File: src/rtl/ram_ring_ctrl.sv
// Multi-channel ring-buffer address/strobe generator for an external dual-port RAM.
// Each channel owns an equal slice of the RAM; supports drop-on-full or overwrite-oldest.
module ram_ring_ctrl #(
    parameter int unsigned pW  = 36,
    parameter int unsigned pA  = 18,
    parameter int unsigned pCH = 4,
    localparam int unsigned pCW = (pCH > 1) ? $clog2(pCH) : 1
) (
    input  logic           iclk,
    input  logic           irst,
    input  logic           iclk_ena,
    input  logic           imode,
    input  logic [pCH-1:0] iclr,
    input  logic           iena,
    input  logic [pCW-1:0] ich,
    input  logic [pW-1:0]  idat,
    input  logic           ird,
    input  logic [pCW-1:0] ird_ch,
    output logic           owrena,
    output logic [pA-1:0]  owr_adr,
    output logic [pW-1:0]  odat,
    output logic           ordena,
    output logic [pA-1:0]  ord_adr,
    output logic [pCH-1:0] ofull,
    output logic [pCH-1:0] oempty,
    output logic [pCH-1:0] oovf,
    output logic [pCH-1:0] ounf
);

    localparam int unsigned CHB = $clog2(pCH);
    localparam int unsigned PW  = pA - CHB;
    localparam int unsigned CW  = PW + 1;
    localparam logic [CW-1:0] DEPTH = {1'b1, {PW{1'b0}}};

    logic [PW-1:0]  wptr_q [pCH];
    logic [PW-1:0]  wptr_d [pCH];
    logic [PW-1:0]  rptr_q [pCH];
    logic [PW-1:0]  rptr_d [pCH];
    logic [CW-1:0]  cnt_q  [pCH];
    logic [CW-1:0]  cnt_d  [pCH];
    logic [pCH-1:0] ovf_q, ovf_d, unf_q, unf_d, full_q, full_d, empty_q, empty_d;
    logic           wr_q, wr_d, rd_q, rd_d;
    logic [pA-1:0]  wadr_q, wadr_d, radr_q, radr_d;
    logic [pW-1:0]  dat_q, dat_d;

    logic [pCW-1:0] wc, rc;
    logic [pA-1:0]  wadr_new, radr_new;
    logic           w_full, r_empty, w_live, r_live, wr_acc, rd_acc;

    // With a single channel the channel selects carry no information.
    assign wc = (pCH == 1) ? '0 : ich;
    assign rc = (pCH == 1) ? '0 : ird_ch;

    if (pCH == 1) begin : g_single
        assign wadr_new = wptr_q[wc];
        assign radr_new = rptr_q[rc];
    end else begin : g_multi
        assign wadr_new = {wc, wptr_q[wc]};
        assign radr_new = {rc, rptr_q[rc]};
    end

    always_comb begin
        wptr_d  = wptr_q;
        rptr_d  = rptr_q;
        cnt_d   = cnt_q;
        ovf_d   = ovf_q;
        unf_d   = unf_q;
        wr_d    = 1'b0;
        rd_d    = 1'b0;
        wadr_d  = wadr_q;
        radr_d  = radr_q;
        dat_d   = dat_q;
        full_d  = full_q;
        empty_d = empty_q;

        // Accept decisions look only at the state at the start of the cycle.
        w_full  = (cnt_q[wc] == DEPTH);
        r_empty = (cnt_q[rc] == '0);
        w_live  = iclk_ena && iena && !iclr[wc];
        r_live  = iclk_ena && ird && !iclr[rc];
        wr_acc  = w_live && (!w_full || imode);
        rd_acc  = r_live && !r_empty;

        if (wr_acc) begin
            wr_d   = 1'b1;
            wadr_d = wadr_new;
            dat_d  = idat;
        end
        if (rd_acc) begin
            rd_d   = 1'b1;
            radr_d = radr_new;
        end

        for (int c = 0; c < pCH; c++) begin
            if (wr_acc && wc == pCW'(c)) begin
                wptr_d[c] = wptr_q[c] + PW'(1);
            end
            if (wr_acc && wc == pCW'(c) && w_full) begin
                // Overwrite pushes out the oldest word; a same-cycle read consumes that same word.
                rptr_d[c] = rptr_q[c] + PW'(1);
            end else begin
                if (rd_acc && rc == pCW'(c)) begin
                    rptr_d[c] = rptr_q[c] + PW'(1);
                end
                unique case ({wr_acc && wc == pCW'(c), rd_acc && rc == pCW'(c)})
                    2'b10:   cnt_d[c] = cnt_q[c] + CW'(1);
                    2'b01:   cnt_d[c] = cnt_q[c] - CW'(1);
                    default: cnt_d[c] = cnt_q[c];
                endcase
            end
            if (w_live && w_full && wc == pCW'(c)) ovf_d[c] = 1'b1;
            if (r_live && r_empty && rc == pCW'(c)) unf_d[c] = 1'b1;
            if (iclk_ena && iclr[c]) begin
                wptr_d[c] = '0;
                rptr_d[c] = '0;
                cnt_d[c]  = '0;
                ovf_d[c]  = 1'b0;
                unf_d[c]  = 1'b0;
            end
            full_d[c]  = (cnt_d[c] == DEPTH);
            empty_d[c] = (cnt_d[c] == '0);
        end
    end

    always_ff @(posedge iclk or negedge irst) begin
        if (!irst) begin
            for (int c = 0; c < pCH; c++) begin
                wptr_q[c] <= '0;
                rptr_q[c] <= '0;
                cnt_q[c]  <= '0;
            end
            ovf_q   <= '0;
            unf_q   <= '0;
            full_q  <= '0;
            empty_q <= '1;
            wr_q    <= 1'b0;
            rd_q    <= 1'b0;
            wadr_q  <= '0;
            radr_q  <= '0;
            dat_q   <= '0;
        end else begin
            wptr_q  <= wptr_d;
            rptr_q  <= rptr_d;
            cnt_q   <= cnt_d;
            ovf_q   <= ovf_d;
            unf_q   <= unf_d;
            full_q  <= full_d;
            empty_q <= empty_d;
            wr_q    <= wr_d;
            rd_q    <= rd_d;
            wadr_q  <= wadr_d;
            radr_q  <= radr_d;
            dat_q   <= dat_d;
        end
    end

    assign owrena  = wr_q;
    assign owr_adr = wadr_q;
    assign odat    = dat_q;
    assign ordena  = rd_q;
    assign ord_adr = radr_q;
    assign ofull   = full_q;
    assign oempty  = empty_q;
    assign oovf    = ovf_q;
    assign ounf    = unf_q;

endmodule

File: config.mk
export PLATFORM = sky130hd
export DESIGN_NAME = ram_ring_ctrl
export DESIGN_NICKNAME = d
export VERILOG_FILES = /design/src/rtl/ram_ring_ctrl.sv
export SDC_FILE = /design/constraint.sdc
export NUM_CORES = 1
export LEC_CHECK = 0
export BUFFER_PORTS_ARGS = -buffer_cell sky130_fd_sc_hd__clkbuf_2
export CAP_MARGIN = 20
export CELL_PAD_IN_SITES_DETAIL_PLACEMENT = 0
export CELL_PAD_IN_SITES_GLOBAL_PLACEMENT = 1
export CORE_ASPECT_RATIO = 0.5
export CORE_MARGIN = 4
export CORE_UTILIZATION = 48
export DETAILED_ROUTE_END_ITERATION = 8
export PLACE_DENSITY_LB_ADDON = 0.1
export SLEW_MARGIN = 20
export SYNTH_ARGS = -nofsm -noshare
export SYNTH_HDL_FRONTEND = slang
export SYNTH_SLANG_ARGS = --single-unit
export TNS_END_PERCENT = 5
File: constraint.sdc
create_clock -name iclk -period 6.62 [get_ports iclk]
set_input_delay 0.662 -clock iclk [delete_from_list [all_inputs] [get_ports iclk]]
set_output_delay 0.662 -clock iclk [all_outputs]
set_load 0.1 [all_outputs]
Yosys cells after proc, flatten, opt, wreduce, memory -nomap -nowiden
Index checks and enable logic that the tools add are counted.

storage, ports and cells
  bits in registers = 286
  bits in latches = 0
  bits in writable memories = 0
  memory bits (read-only) = 0
  input port bits = 50
  output and inout port bits = 90
  word-level logic and storage cells = 194
  memories kept = 0

cells by class
  add/subtract/negate cells = 16
  multiply operators = 0
  divide/modulo/power cells = 0
  magnitude comparators = 4
  equal/unequal tests = 19
  shifts and indexed selects = 0
  mux-type cells = 66
  bitwise logic cells = 2
  reduce and logical (&&, ||, !) cells = 60

operator list
  kind                                                                    count
  16-bit two-way mux                                                      24
  17-bit two-way mux                                                      12
  17-bit case mux with 2 select lines                                     4
  16-bit by 1-bit adder with 16-bit output (second input constant)        8
  17-bit equality test (second input constant)                            5
  17-bit zero test                                                        5
  17-bit by 1-bit adder with 17-bit output (second input constant)        4
  17-bit binary-select mux with 2-bit select                              2
  17-bit by 1-bit subtractor with 17-bit output (second input constant)   4
  16-bit binary-select mux with 2-bit select                              2
  1-bit logical AND                                                       32
  2-bit nonzero test                                                      12
  1-bit two-way mux                                                       20
  2-bit equality test (second input constant)                             8
  2-bit by 1-bit equality test with 1-bit output (second input constant)  6
  3-bit nonzero test                                                      4
  3-bit >= comparator (second input constant)                             2
  2-bit by 3-bit < comparator with 1-bit output (second input constant)   2
  2-bit NOT with 3-bit output                                             2
  1-bit binary-select mux with 2-bit select                               2
  1-bit zero test                                                         4
  2-bit zero test                                                         2
  1-bit logical OR                                                        1

Logic depth before layout (Yosys ltp)
Gate-level depths: netlist of the first run.

  depth after elaboration = 14
  depth in mapped cells = 22
  depth with buffers taken out = 18

Worst setup path after synthesis of the first run
No wires, ideal clock.

  kind = input-to-reg
  from = input port ich[1]
  to = register full_q[0], in the netlist ofull[0]
  library setup time = 0.134 ns
  data arrival time = 5.363 ns
  data required time = 6.486 ns
  slack = 1.122 ns
  stages = 20
  buffers on the path = 4
  path through = buf_2 > mux2_2 > a22oi_1 > o21ai_2 > a41oi_1 > buf_2 > buf_1 > buf_2 > nand2_1 > ha_1 > ha_1 > a21o_1 > or3_1 > o211ai_1 > o211ai_1 > a2111oi_0 > o21ai_0 > and3b_1 > xnor2_1 > nor3b_1

on the way
  cells in the longest elaborated chain, start to end = 14
  elaborated cells on any way between the ends = 21
  classes of those cells = 4 x eq/ne; 8 x mux; 1 x bitwise; 8 x reduce/logical

ends and longest elaborated chain
  what                                                                                   line     source
  from (decl)                                                                            15       input logic [pCW-1:0] ich,
  2-bit NOT with 3-bit output (implied by the code)                                      77       w_full = (cnt_q[wc] == DEPTH);
  17-bit binary-select mux with 2-bit select                                             77
  17-bit two-way mux (implied by the code) (2 in series)                                 77
  17-bit equality test                                                                   77
  1-bit zero test                                                                        81       wr_acc = w_live && (!w_full || imode);
  1-bit logical OR                                                                       81
  1-bit logical AND *                                                                    81
  named net wr_acc                                                                       48       logic w_full, r_empty, w_live, r_live, wr_acc, rd_acc;
  1-bit logical AND *                                                                    98, 105
  2-bit by 1-bit equality test with 1-bit output or 2-bit equality test (tied branches)  105      unique case ({wr_acc && wc == pCW'(c), rd_acc && rc == pCW'(c)})
  17-bit case mux with 2 select lines                                                    105
  17-bit two-way mux *                                                                   98       if (wr_acc && wc == pCW'(c) && w_full) begin
  17-bit two-way mux *                                                                   113      if (iclk_ena && iclr[c]) begin
  17-bit equality test *                                                                 120      full_d[c] = (cnt_d[c] == DEPTH);
  named net full_d[0]                                                                    41       logic [pCH-1:0] ovf_q, ovf_d, unf_q, unf_d, full_q, full_d, empty_q, empty_d;
  to (signal assigned)                                                                   147      full_q <= full_d;
  to (decl)                                                                              41

The timed path passes the listed nets; every way through them passes the cells marked *. The select of a mux whose other input is x is not followed.
A chain may end at the register's enable or synchronous reset.

Final worst setup path of the first run
  from = register cnt_q[9] (netlist bit)
  to = register empty_q[1], in the netlist oempty[1]

on the way
  cells in the longest elaborated chain, start to end = 13
  elaborated cells on any way between the ends = 22
  classes of those cells = 3 x eq/ne; 9 x mux; 10 x reduce/logical

ends and longest elaborated chain
  what                                                                                   line     source
  from (decl)                                                                            39       logic [CW-1:0] cnt_q [pCH];
  from (signal assigned)                                                                 144      cnt_q <= cnt_d;
  17-bit binary-select mux with 2-bit select                                             77
  17-bit two-way mux (implied by the code) (2 in series)                                 77
  17-bit equality test                                                                   77
  1-bit zero test                                                                        81
  1-bit logical OR                                                                       81
  1-bit logical AND                                                                      81
  1-bit logical AND                                                                      98, 105
  2-bit by 1-bit equality test with 1-bit output or 2-bit equality test (tied branches)  105
  17-bit case mux with 2 select lines                                                    105
  17-bit two-way mux *                                                                   98
  17-bit two-way mux *                                                                   113
  17-bit zero test *                                                                     121      empty_d[c] = (cnt_d[c] == '0);
  named net empty_d[1]                                                                   41
  to (signal assigned)                                                                   148      empty_q <= empty_d;
  to (decl)                                                                              41

Marked as above.

==> key figures, run 1 <==
Run status
  – Status: complete, no violations

Cells and area
  – Nets: 1970
  – Layout cells sized above 1: 18.81%
  – Most frequent cells in the layout: dfrtp_1, nor2_1, clkbuf_2
  – Layout area overhead: 12.81%
  – Commonest non-fill, non-tap cell in the layout: dfrtp_1
  – Fill cell count: 3137

Floorplan
  – Die height: 141.1 um
  – I/O pin cnt: 140
  – Initial Util: 49.02%
  – Num rows: 48
  – Core area: 34710 sq um
  – Die X: 274.3 um
  – Die area: 38710 sq um

Setup path
  – Critical path launch point type: flip-flop
  – Critical path arrival: 6.44 ns
  – Worst r2r src: cnt_q[9]
  – Reg2Reg Setup Slack: 0.68 ns
  – Worst R2R Path Depth: 18
  – Worst setup path class: reg2reg
  – Slowest-stage cell, CP: nor4_1
  – CP Data Required Time: 7.12 ns
  – Worst stage delay on the critical path: 0.58 ns
  – Worst-path maximum fanout: 10
  – Nature of the critical path endpoint: flip-flop
  – Worst r2r dst: oempty[1]
  – Cells along the critical path: nor4_1 -> a41oi_1 -> o21ai_0 -> a41oi_4 -> and2_1 -> inv_2 -> ha_1 -> inv_1 -> fa_1 -> nor2b_4 -> o31a_1 -> nor3_1 -> o2111ai_1 -> and3_1 -> o31ai_1 -> or4_1 -> a2111o_1 -> o21ba_1

Pwr
  – Lkg Pwr: 9.151 nW
  – Overall power: 0.004633 W
  – Cell Pwr Density: 241.3 nW/um^2
  – Max IR drop VDD: 0.0002646 V

STA
  – Skew final: 0.01632 ns
  – Fmax: 168.4 MHz
  – Worst-margin pin slew: 1.098 ns
  – Accumulated negative setup slack: 0 ns
  – Crit share post-route: 89.69%
  – Finish-stage setup viols: 0
  – Rel. slew slack: 26.80%
  – Final hold violations: 0
  – Final setup margin: 0.6823 ns
  – RSZ-0062 raised after global routing: no
  – Post-layout min period: 5.938 ns
  – Max Slew Vio Count: 0

Clocking
  – Clock latency on the worst-skew pair: 0.56 ns
  – CTS resizes: 0
  – CTS Hold Bufs: 0
  – Postcts setup bufs: 0
  – TritonCTS Buffers: 28
  – Clk slew on worst S/H paths: 0.07 ns
  – CTS H-tree lvls: 1
  – Deepest clock path buffer count: 3
  – CTS root buffer: clkbuf_16
  – Clk sink count: 286
  – Clock tree from TritonCTS: built

Yosys
  – Synth area leaders: dfrtp_1, ha_1, mux2_2
  – Synth Area per Inst: 9.882 sq um
  – Syn nets: 1848
  – Synthesized area: 17020 sq um
  – Sequential area share after synthesis: 42.09%
  – Synth top area share: 41.47%
  – Ys Warns: 0
  – Mapped Cells: 1722
  – FFs w/ async S/R, synth: 100.0%
  – Synth Flop Type: dfrtp_1
  – Number of flops mapped to enable cells by yosys: 0
  – Area leader, netlist: dfrtp_1
  – Synth unique cells: 80
  – Synthesis-stage register bit count: 286

Global route
  – Met3 GRT Util: 3.827%
  – Total Routing Usage GR: 22.70%
  – Met2 global-route usage: 36.92%
  – Met1 GRT Util: 32.59%
  – Vias in the first global route: 13440
  – Pin count of the biggest net entering global routing: 163
  – First-pass GRT wire length: 72060 um
  – Initial antenna violation count: 1
  – GR Overflow Total: 0
  – Most Crowded Layer GR: met2

Detailed routing
  – 1st-iter DRT viols: 852
  – WL final: 43980 um
  – DRC viols: 0
  – Vias per inst: 5.807
  – Drt wl/cell: 18.78 um
  – DR pass1 iterations: 5
  – ANT nets after route: 0
  – Total number of vias: 13600

Job
  – Maxcap violations: 0

Placed design
  – GP Congestion: 0.8830
  – Dpl ws: 0.6521 ns
  – DP HPWL: 32050 um
  – IO Port Bufs: 139

Worst hold path
  – Hold WC Path Type: in2async
-- cells by family after synthesis --
logic type / after synthesis / synth area share, %
AND/OR/NAND/NOR: 667 / 19.52
AO/OA/AOI/OAI: 305 / 12.26
flip-flops: 286 / 42.09
XOR/XNOR: 136 / 7.000
buffers and inverters: 126 / 2.919
multiplexers: 126 / 10.45
adder cells (fa/ha/maj): 76 / 5.765
-- per-layer routing --
layer | up-vias | wire length (um)
li1 | 6493 | -
met1 | 6738 | 20930
met2 | 302 | 20050
met3 | 66 | 2155
met4 | 0 | 839
met5 | - | 0
-- per-stage QoR --
step / hold WS (ns) / util [%] / cells / cell area (sq um)
floorplan: 0.3664 / - / 1722 / 17020
global placement: 0.4878 / 52.52 / 2289 / 18230
detailed placement: 0.4897 / 52.52 / 2289 / 18230
CTS: 0.2227 / 55.29 / 2341 / 19190
global route: 0.2465 / 55.30 / 2342 / 19200
finish: 0.1746 / 55.30 / 2342 / 19200
-- flip-flops by register name, indices dropped and copies added (netlist names) --
register / flops
wptr_q: 64
ordena: 1
owr_adr: 18
odat: 36
rptr_q: 64
ord_adr: 18
ounf: 4
cnt_q: 68
owrena: 1
ofull: 4
oempty: 4
oovf: 4
-- worst max-delay path: cells and delay by family, from the launching register on --
family / cells / cell delay [ns]
and+or+nand+nor: 6 / 1.85
adders and majority gates: 2 / 0.91
AOI/OAI and AO/OA: 8 / 2.35
DFF: 1 / 0.40
buffers and inverters: 2 / 0.37
-- synthesized netlist by cell type, types with 6 or more instances --
cell,instances
o211a_1,8
nor3b_1,20
o31a_1,6
a21o_1,22
and3_1,33
dfrtp_1,282
a211oi_1,19
mux2i_1,19
nand2b_1,15
nand3_1,79
buf_1,9
xor2_1,68
mux2_2,73
a31oi_1,15
a31o_2,6
o21ai_0,50
nor4b_1,7
nor4_1,30
nor2b_1,13
o31ai_1,11
a2111oi_0,6
or2_2,8
nand4_1,20
clkbuf_1,51
or3_1,19
mux4_2,34
nor3_1,41
ha_1,72
xnor2_1,68
buf_2,7
o2111ai_1,8
a41oi_1,7
o21a_1,17
o211ai_1,13
nor2_1,217
nand2_1,114
a21oi_1,73
and4_1,6
inv_1,55
and2_1,25
-- worst max-delay path by stage --
stage / depth (start not counted) / to / from
floorplan: 20 / ofull[0] / ich[1]
global placement: 18 / oempty[1] / cnt_q[9]
detailed placement: 17 / ofull[0] / ird_ch[1]
CTS: 18 / oempty[1] / cnt_q[9]
global route: 17 / oempty[3] / cnt_q[9]
finish: 18 / oempty[1] / cnt_q[9]
-- report_power, final --
part	total, W	switching, W	internal, W	leakage, nW
clock	0.00169	0.000723	0.000964	0.475
combinational	0.00104	0.000835	0.000209	4.79
sequential	0.00190	0.0000574	0.00184	3.89
-- layout make-up --
cell class                 count  area (sq um)  area share (%)
multi-input combinational   1310          9376           48.85
sequential                   286          7162           37.31
inverter                      57         214.0           1.115
clock inverter                17         175.2          0.9125
antenna                        1         2.502         0.01304
tap                          475         594.3           3.096
timing repair buffer         161         883.3           4.602
clock buffer                  35         788.3           4.106
No activity file was read; power rests on OpenSTA's default activity.
==> inputs of run 2 (changes only) <==
- REMOVE_ABC_BUFFERS: unset -> 1
- SETUP_SLACK_MARGIN: unset -> 0.15
==> run 2 against run 1 <==
Net effect:
- flip-flop and latch count unchanged
- maximum frequency increased by 5.6%
- final cell count up 0.38%
- largest power group unchanged
- design area increased by 0.28%
- critical path depth rose by 2
- via count up 1.8%
==> key figures, run 2 (same netlist as run 1, synthesis figures left out) <==
Job
  – Maxcap violations: 0 (unchanged)

Clocking
  – CTS H-tree lvls: 1 (unchanged)
  – Clk slew on worst S/H paths: 0.07 ns (about the same)
  – Deepest clock path buffer count: 3 (unchanged)
  – Postcts setup bufs: 0 (unchanged)
  – Clock latency on the worst-skew pair: 0.57 ns (about the same)
  – CTS Hold Bufs: 0 (unchanged)
  – Clock tree from TritonCTS: built
  – CTS resizes: 0 (unchanged)
  – TritonCTS Buffers: 28 (unchanged)
  – CTS root buffer: clkbuf_16
  – Clk sink count: 286 (unchanged)

Detailed routing
  – DR pass1 iterations: 5 (unchanged)
  – Total number of vias: 13850 (+1.8%)
  – 1st-iter DRT viols: 947 (+11%)
  – Vias per inst: 5.890 (+1.4%)
  – Drt wl/cell: 19.24 um (+2.5%)
  – DRC viols: 0 (unchanged)
  – ANT nets after route: 0 (unchanged)
  – WL final: 45230 um (+2.8%)

Setup path
  – Worst-path maximum fanout: 8 (-2)
  – Top cell by count, worst path: buf_4
  – Critical path arrival: 6.06 ns (-0.38 ns)
  – CP Data Required Time: 7.06 ns (-0.06 ns)
  – Cells along the critical path: nor4_1 -> buf_4 -> a41oi_1 -> o21ai_0 -> buf_4 -> a41oi_4 -> and3_1 -> inv_1 -> ha_1 -> buf_4 -> ha_1 -> a21oi_1 -> o211ai_1 -> a21o_1 -> a2111o_1 -> a32oi_1 -> o2111ai_1 -> nor4b_1 -> a21oi_1 -> nor4_1
  – Worst stage delay on the critical path: 0.46 ns (-0.12 ns)
  – Critical path launch point type: flip-flop
  – Reg2Reg Setup Slack: 1.0 ns (+0.32 ns)
  – Worst setup path class: reg2reg
  – Nature of the critical path endpoint: flip-flop
  – Slowest-stage cell, CP: nor4b_1

Floorplan
  – Die area: 38710 sq um (unchanged)
  – Core area: 34710 sq um (unchanged)
  – I/O pin cnt: 140 (unchanged)
  – Die X: 274.3 um (unchanged)
  – Die height: 141.1 um (unchanged)
  – Num rows: 48 (unchanged)
  – Initial Util: 49.02% (unchanged)

Placed design
  – GP Congestion: 0.8808 (-0.25%)
  – Area post-placement: 18290 sq um (+0.34%)
  – Dpl ws: 0.7770 ns (+0.1249 ns)
  – DP HPWL: 33330 um (+4.0%)
  – IO Port Bufs: 139 (unchanged)

Cells and area
  – Nets: 1980 (+0.51%)
  – Fill cell count: 3124 (-0.41%)
  – Util after Layout: 55.45% (+0.15 points)
  – Commonest non-fill, non-tap cell in the layout: dfrtp_1
  – Layout cells sized above 1: 19.20% (+0.39 points)
  – Layout area overhead: 13.12%
  – Most frequent cells in the layout: dfrtp_1, nor2_1, clkbuf_2
  – Largest register by flop count: cnt_q
  – Regs by FF count: cnt_q (68), rptr_q (64), wptr_q (64)
  – Cell area after layout: 19250 sq um (+0.28%)
  – Max reg flops: 68 (unchanged)

STA
  – Post-layout min period: 5.623 ns (-0.3152 ns)
  – Worst-margin pin slew: 0.9983 ns (-0.09974 ns)
  – Finish-stage setup viols: 0 (unchanged)
  – RSZ-0062 raised after global routing: no
  – Skew final: 0.01950 ns (+0.003183 ns)
  – Final hold violations: 0 (unchanged)
  – Crit share post-route: 84.93% (-4.8 points)
  – Final setup margin: 0.9975 ns (+0.3152 ns)
  – Fmax: 177.9 MHz (+5.6%)
  – Max Slew Vio Count: 0 (unchanged)
  – Rel. slew slack: 32.57% (+5.8 points)

Pwr
  – Cell Pwr Density: 240.3 nW/um^2 (-0.41%)
  – Max IR drop VDD: 0.0002334 V (-12%)
  – Lkg Pwr: 9.190 nW (+0.43%)

Global route
  – GR Overflow Total: 0 (unchanged)
  – Total Routing Usage GR: 23.45% (+0.75 points)
  – Initial antenna violation count: 1 (unchanged)
  – Pin count of the biggest net entering global routing: 108 (-34%)
  – Vias in the first global route: 13830 (+2.9%)
  – First-pass GRT wire length: 73820 um (+2.5%)

Run status
  – Status: complete, no violations

Worst hold path
  – Hold WC Path Type: in2async
## run 2: cell count changes in the layout (fill, tap and decap cells not counted), sizes merged
cell      before  now
buf           23   33
clkbuf       173  176
bufinv         3    2
clkinv        10    9
clkinvlp       3    1
## run 2: stage by stage
step | setup TNS [ns] | power (W) | hold slack, ns | cells
4_1_cts | 0 | 0.004676 | 0.1802 | 2350
3_5_place_dp | 0 | 0.002992 | 0.4881 | 2299
6_report | 0 | 0.004627 | 0.1067 | 2351
3_3_place_gp | 0 | 0.002976 | 0.4830 | 2299
5_1_grt | 0 | 0.004816 | 0.2002 | 2350
2_1_floorplan | -45.76 | 0.002734 | 0.3664 | 1653
## run 2: path summary, 6_finish.rpt
kind                             end  startpoint  cells past startpoint
setup / recovery            ofull[3]    cnt_q[2]                     20
hold / removal              odat[14]        irst                      1
setup reg to reg            ofull[3]    cnt_q[2]                     20
hold reg to reg              ounf[3]     ounf[3]                      2
max in group asynchronous  cnt_q[37]        irst                      2
min in group iclk            odat[6]     idat[6]                      2
## run 2: report_power, final
part | total [W] | internal (W) | switching (W)
registers | 0.00190 | 0.00184 | 0.0000611
clock network | 0.00167 | 0.000938 | 0.000736
logic | 0.00105 | 0.000212 | 0.000836
total | 0.00463 | 0.00299 | 0.00163
## run 2: worst max-delay path: cells and delay by family (launching register included)
family | cells | cell delay, ns
compound gates | 10 | 2.33
fa+ha+maj | 2 | 0.59
buf+inv | 4 | 0.78
flops | 1 | 0.41
simple gates | 4 | 1.40
## run 2: final cells by class
cell class / instances / area (sq um) / share of cell area (%)
sequential: 286 / 7162 / 37.21
clock buffer: 38 / 808.3 / 4.199
tap: 475 / 594.3 / 3.087
clock inverter: 13 / 140.1 / 0.7280
inverter: 57 / 214.0 / 1.111
antenna: 1 / 2.502 / 0.01300
timing repair buffer: 171 / 945.9 / 4.914
multi-input combinational: 1310 / 9383 / 48.74
## run 2: metal layers
metal	GRT usage (%)	routed length [um]	share of wire, %	up-vias
met5	0	13	0.029	-
met4	6.384	1173	2.6	2
met3	4.541	2654	5.9	80
met2	38.00	20710	46	335
met1	32.53	20680	46	6909
li1	-	-	-	6522
